$ cat src/rtl/pipe_stage_reg.sv
// rtl/pipe_stage_reg.sv - pipeline stage register: small in-order FIFO with skid, bubble insertion and flush
module pipe_stage_reg #(
   parameter int DATA_W = 96,
   parameter int CTRL_W = 16,
   parameter int DEPTH  = 2
) (
   input  logic                       clk,
   input  logic                       reset,
   input  logic                       in_valid,
   output logic                       in_ready,
   input  logic [DATA_W-1:0]          in_data,
   input  logic [CTRL_W-1:0]          in_ctrl,
   input  logic                       ctrl_sel,
   input  logic                       flush,
   output logic                       out_valid,
   input  logic                       out_ready,
   output logic [DATA_W-1:0]          out_data,
   output logic [CTRL_W-1:0]          out_ctrl,
   output logic [$clog2(DEPTH+1)-1:0] occupancy
);

   localparam int PTR_W = $clog2(DEPTH);
   localparam int OCC_W = $clog2(DEPTH+1);
   localparam logic [PTR_W-1:0] LAST_PTR = PTR_W'(DEPTH-1);
   localparam logic [OCC_W-1:0] FULL_OCC = OCC_W'(DEPTH);

   // storage entries; contents only matter once written, so no reset
   logic [DATA_W-1:0] r_mem_data [DEPTH];
   logic [CTRL_W-1:0] r_mem_ctrl [DEPTH];

   logic [PTR_W-1:0]  r_wr_ptr;
   logic [PTR_W-1:0]  r_rd_ptr;
   logic [OCC_W-1:0]  r_occ;

   // head copy kept in registers so out_data can hold the last head after a pop
   logic [DATA_W-1:0] r_head_data;
   logic [CTRL_W-1:0] r_head_ctrl;

   logic              w_push;
   logic              w_pop;
   logic [CTRL_W-1:0] w_wr_ctrl;
   logic [PTR_W-1:0]  w_rd_next;
   logic [OCC_W-1:0]  w_occ_next;
   logic              w_head_load;
   logic              w_head_from_in;
   logic [DATA_W-1:0] w_head_data;
   logic [CTRL_W-1:0] w_head_ctrl;

   // pointers wrap modulo DEPTH, which need not be a power of two
   function automatic logic [PTR_W-1:0] f_inc(input logic [PTR_W-1:0] p);
      if (p == LAST_PTR) begin
         return '0;
      end
      return p + 1'b1;
   endfunction

   // a full stage still accepts when the head leaves in the same cycle
   assign in_ready  = (r_occ < FULL_OCC) | out_ready;
   assign out_valid = (r_occ != '0);
   assign occupancy = r_occ;
   assign out_data  = r_head_data;
   assign out_ctrl  = out_valid ? r_head_ctrl : '0;

   assign w_push    = in_valid & in_ready & ~flush;
   assign w_pop     = out_valid & out_ready & ~flush;
   assign w_wr_ctrl = ctrl_sel ? in_ctrl : '0;
   assign w_rd_next = w_pop ? f_inc(r_rd_ptr) : r_rd_ptr;

   // occupancy bookkeeping; a simultaneous push and pop leaves it unchanged
   always_comb begin
      w_occ_next = r_occ;
      if (w_push && !w_pop) begin
         w_occ_next = r_occ + 1'b1;
      end else if (!w_push && w_pop) begin
         w_occ_next = r_occ - 1'b1;
      end
   end

   // the head changes when it is consumed with more entries behind it, or when an empty stage is filled;
   // the new head is the incoming entry exactly when it lands in the slot the read pointer moves to
   always_comb begin
      w_head_load    = (w_pop && (w_occ_next != '0)) || (w_push && !out_valid);
      w_head_from_in = w_push && (r_wr_ptr == w_rd_next);
      w_head_data    = r_mem_data[w_rd_next];
      w_head_ctrl    = r_mem_ctrl[w_rd_next];
      if (w_head_from_in) begin
         w_head_data = in_data;
         w_head_ctrl = w_wr_ctrl;
      end
   end

   // pointer and occupancy state; flush empties the stage, reset wins over everything
   always_ff @(posedge clk) begin
      if (reset) begin
         r_wr_ptr <= '0;
         r_rd_ptr <= '0;
         r_occ    <= '0;
      end else if (flush) begin
         r_wr_ptr <= '0;
         r_rd_ptr <= '0;
         r_occ    <= '0;
      end else begin
         if (w_push) begin
            r_wr_ptr <= f_inc(r_wr_ptr);
         end
         r_rd_ptr <= w_rd_next;
         r_occ    <= w_occ_next;
      end
   end

   // entry write; a bubble keeps the payload but stores zero control
   always_ff @(posedge clk) begin
      if (w_push) begin
         r_mem_data[r_wr_ptr] <= in_data;
         r_mem_ctrl[r_wr_ptr] <= w_wr_ctrl;
      end
   end

   // head register; held across empty periods and flushes, cleared only by reset
   always_ff @(posedge clk) begin
      if (reset) begin
         r_head_data <= '0;
         r_head_ctrl <= '0;
      end else if (!flush && w_head_load) begin
         r_head_data <= w_head_data;
         r_head_ctrl <= w_head_ctrl;
      end
   end

endmodule

$ cat config.mk
export PLATFORM = sky130hd
export DESIGN_NAME = pipe_stage_reg
export DESIGN_NICKNAME = d
export VERILOG_FILES = /design/src/rtl/pipe_stage_reg.sv
export SDC_FILE = /design/constraint.sdc
export NUM_CORES = 1
export LEC_CHECK = 0
export CAP_MARGIN = 30
export CORE_MARGIN = 2
export CORE_UTILIZATION = 40
export CTS_BUF_LIST = sky130_fd_sc_hd__clkbuf_8
export DETAILED_ROUTE_END_ITERATION = 8
export DONT_BUFFER_PORTS = 1
export PLACE_DENSITY = 0.6
export SETUP_SLACK_MARGIN = 0.15
export SYNTH_ARGS = -nofsm -noshare
export SYNTH_HDL_FRONTEND = slang
export SYNTH_SLANG_ARGS = --single-unit
$ cat constraint.sdc
create_clock -name clk -period 18.31 [get_ports clk]
set_input_delay 3.662 -clock clk [delete_from_list [all_inputs] [get_ports clk]]
set_output_delay 3.662 -clock clk [all_outputs]
set_load 0.02 [all_outputs]
# Yosys cells after proc, flatten, opt, wreduce, memory -nomap -nowiden
# Memory sizes are Yosys's and may differ from the RTL's. A register that Yosys moved wholly into a read port is not among the register bits.
# Index checks and enable logic that the tools add are counted.
dict set report word_totals {
  regBits 4
  ramBits 224
  input_bits 118
  out_inout_bits 116
  word_cells 45
  n_memories 2
}
dict set report op_classes {
  n_addsub 4
  n_lt_le_gt_ge 1
  mux 16
  bitwise_logic 6
  reduce_logical 13
}
# memory depth word_bits read_ports rd_ports_with_merged_regs write_ports line
set memory_table {}
lappend memory_table {r_mem_data 2 96 1 1 1 28} ;# logic [DATA_W-1:0] r_mem_data [DEPTH];
lappend memory_table {r_mem_ctrl 2 16 1 1 1 29} ;# logic [CTRL_W-1:0] r_mem_ctrl [DEPTH];
# cell count
set op_table {}
lappend op_table {{16-bit 2-to-1 mux} 2}
lappend op_table {{1-bit 2-to-1 mux} 12}
lappend op_table {{1-bit logical AND} 5}
lappend op_table {{1-bit AND} 4}
lappend op_table {{1-bit logical NOT} 4}
lappend op_table {{2-bit 2-to-1 mux} 2}
lappend op_table {{2-bit nonzero test} 2}
lappend op_table {{1-bit adder (second input constant)} 2}
lappend op_table {{2-bit by 1-bit adder with 2-bit output (second input constant)} 1}
lappend op_table {{2-bit < comparator (second input constant)} 1}
lappend op_table {{2-bit OR reduction} 1}
lappend op_table {{2-bit by 1-bit subtractor with 2-bit output (second input constant)} 1}
lappend op_table {{1-bit logical OR} 1}
lappend op_table {{1-bit NOT} 1}
lappend op_table {{1-bit bitwise OR} 1}

# Longest topological paths before layout
dict set report depth {
  ltp_word 12
  mapped_depth 11
}

# Worst setup path before layout
# No wires, ideal clock.
dict set report synth_timing {
  kind {input to register}
  start {input port flush}
  end {memory r_mem_ctrl[0][0] (enable)}
  setup_ps 584
  arrival_ps 9200
  t_required_ps 17726
  slack_ps 8526
  stages 6
  path_buffers 3
  cell_sequence {buf_6 -> and2b_1 -> nand2_1 -> clkbuf_1 -> buf_2 -> nor2_1}
}
dict set report synth_between {
  elab_chain_len 4
}
# item line
set synth_lines {}
lappend synth_lines {{start, declared} 14} ;# input logic flush,
lappend synth_lines {{1-bit NOT} 64} ;# assign w_push = in_valid & in_ready & ~flush;
lappend synth_lines {{1-bit AND} 64}
lappend synth_lines {{1-bit 2-to-1 mux} 113} ;# if (w_push) begin
lappend synth_lines {{1-bit 2-to-1 mux (not written as such)} 115} ;# r_mem_ctrl[r_wr_ptr] <= w_wr_ctrl;
lappend synth_lines {{end, declared} 29}
# No other way between the ends.

# Worst setup path in the final report
dict set report layout_timing {
  start {input port out_ready}
  end {output port in_ready}
}
dict set report layout_between {
  elab_chain_len 1
}
# item line
set layout_lines {}
lappend layout_lines {{start, declared} 16} ;# input logic out_ready,
lappend layout_lines {{1-bit bitwise OR} 58} ;# assign in_ready = (r_occ < FULL_OCC) | out_ready;
lappend layout_lines {{end, declared} 10} ;# output logic in_ready,
# No other way between the ends.

==> metrics.csv <==
metric,value,unit
outcome,"finished, final reports clean",
leading area contributor after synthesis,edfxtp_1,
most frequent cells in the layout,"edfxtp_1 (224), inv_1 (141), dfxtp_1 (115)",
synthesis-stage register bit count,340,
std cell rows,71,
"CP delay by family, top",buffers and inverters,
Post-synth EDFFs,224,
final WL,43.30,mm
max-slew violations,0,
final hold vios,0,
Max-Cap Viols,0,
Worst-Margin Slew,1.048,ns
GRT Util Overall,20.95,%
Hold Path Class,reg2reg,
Max clock buf depth,3,
CP Capture Type,output port,
Die Y,200.4,um
share of the synthesized area in the top cell type,43.61,%
count of cell types in the netlist,38,
GR met3 Demand/Resource,5.467,%
vias in the first global route,11300,
"Reg clk slew, reported paths",0.06,ns
wire length of the first global-routing pass,66.12,mm
First-pass DRT Iterations,5,
Initial Util,40.76,%
# port buffers,0,
cts repair resizes,0,
die area,0.04015,mm^2
grt peak-use layer,met2,
DRC Markers,0,
Crit path depth,2,
Post-Syn Instances,1242,
Chip Width,200.4,um
pre-CTS setup slack,10.47,ns
largest net degree at the start of global routing,231,
WP data required,14.65,ns
TritonCTS Buffers,58,
min cycle time layout,7.847,ns
"top cells by area, synth","edfxtp_1 (44%), dfxtp_1 (15%), a32o_1 (7.3%)",
Post-CTS Hold Buffers,0,
Via density,6.420,
# IOs,234,
Setup CP Type,in2out,
final setup violation count,0,
Final Skew,0.02493,ns
CP Buf/Inv Count,1,
Hold Slack,0.4562,ns
Vias,11110,
flop-to-flop setup slack,14.54,ns
PnR worst setup slack,10.46,ns
"antenna viol nets, final",0,
register area share after synthesis,58.67,%
WP data arrival,4.19,ns
met2 GRT Util,36.71,%
crit-path cells,nor2b_1 -> inv_1,
insertion delay to the later sink of the worst-skew pair,0.63,ns
core area,0.03784,mm^2
setup_tns,0,ns
GRT overflow,0,
Reg2Reg Launch Point,occupancy[0],
Pleak,5.485,nW
CTS H-tree lvls,2,
critical-path maximum fanout,5,
Startpoint Class,input pin,
hold path start,r_head_ctrl[5],
Critical Path Max Stage Delay,0.28,ns
PwrDens,101.6,mW/mm^2
routability cong.,0.7402,
hold path depth,1,
grt met1 use,24.57,%
r2r worst-path depth,8,
Detailed Place HPWL,23.01,mm
"commonest non-fill, non-tap cell in the layout",edfxtp_1,
Synth Warn #,0,
Final period util,42.86,%
"Setup Fix Bufs, Post-CTS",0,
reg-to-reg endpoint,out_data[11],
slew margin rel.,30.11,%
max frequency,127.4,MHz
Clock Tree Root,clkbuf_8,
Synth Flop Type,edfxtp_1,
synthesized area,0.01542,mm^2
clk sinks,340,
RSZ-0062 raised after global routing,no,
syn_area_per_cell,12.42,um^2
ant diodes,0,
syn nets,1361,
Layout area overhead,8.615,%
ys async rst share,0,%
Design Power,0.001702,W
Hold EP,r_head_ctrl[5],
fraction of layout cells with a size suffix above 1,9.188,%
Routed WL per cell,25.03,um
critical path's slowest cell,inv_1,
nets,1292,
peak supply drop,0.09183,mV
number of DRC markers in iteration 0,749,
CTS tree,built,
initial antenna violation count,0,
## area by class of cell
| class | instances | area [um^2] |
|---|---|---|
| Inverter | 116 | 440.4 |
| Clock buffer | 70 | 963.4 |
| Timing Repair Buffer | 23 | 317.8 |
| Clock inverter | 36 | 196.4 |
| Tap cell | 511 | 639.4 |
| Multi-Input combinational cell | 634 | 5142 |
| Fill cell | 3514 | 21090 |
| Sequential cell | 340 | 9052 |
## stage by stage
stage	util, %	instances	cell area [um^2]
CTS	44.19	1729	16720
global placement	40.69	1616	15400
finish	44.27	1730	16750
detailed placement	41.13	1623	15560
global route	44.27	1730	16750
floorplan	-	1242	15420
## sequential cells by signal, indices dropped and copies added, names as in the netlist
signal and count:
occupancy 2, r_rd_ptr 1, r_mem_data 192, r_wr_ptr 1
r_mem_ctrl 32, out_data 96, r_head_ctrl 16
## per-layer routing
layer,vias to the layer above,share of wire [%]
met2,389,50
met4,0,2.2
met3,70,7.5
li1,5010,-
met1,5637,40
met5,-,0
## cells by family after synthesis
kind of cell	Yosys count	share of synthesized area, %
AO/OA/AOI/OAI	457	24.94
XOR/XNOR	5	0.3327
adder cells (fa/ha/maj)	1	0.08111
buffers and inverters	268	8.453
flip-flops	340	58.67
multiplexers	3	0.1947
AND/OR/NAND/NOR	168	7.334
## power by group
group / internal [W] / switching [W]
logic: 0.0000518 / 0.0000806
clock network: 0.000371 / 0.000309
registers: 0.000851 / 0.0000383
## worst max-delay path by stage
stage | startpoint | endpoint | slack (ns)
finish | out_ready | in_ready | 10.46
CTS | out_ready | in_ready | 10.47
detailed placement | out_ready | in_ready | 10.47
global route | out_ready | in_ready | 10.40
global placement | out_ready | in_ready | 10.45
floorplan | flush | r_mem_ctrl[0][0] | 8.53
## Yosys cell counts (all sizes together), types with 2 or more instances
| master | number |
|---|---|
| o311ai | 111 |
| and3b | 2 |
| nor2b | 20 |
| inv | 116 |
| nor2 | 7 |
| nand2 | 18 |
| mux2i | 3 |
| xnor2 | 4 |
| a32o | 112 |
| o21ai | 6 |
| edfxtp | 224 |
| a32oi | 111 |
| buf | 92 |
| clkbuf | 60 |
| nor3b | 111 |
| a21oi | 2 |
| nor3 | 4 |
| a31oi | 111 |
| dfxtp | 116 |
(Power assumes the default switching activity.)
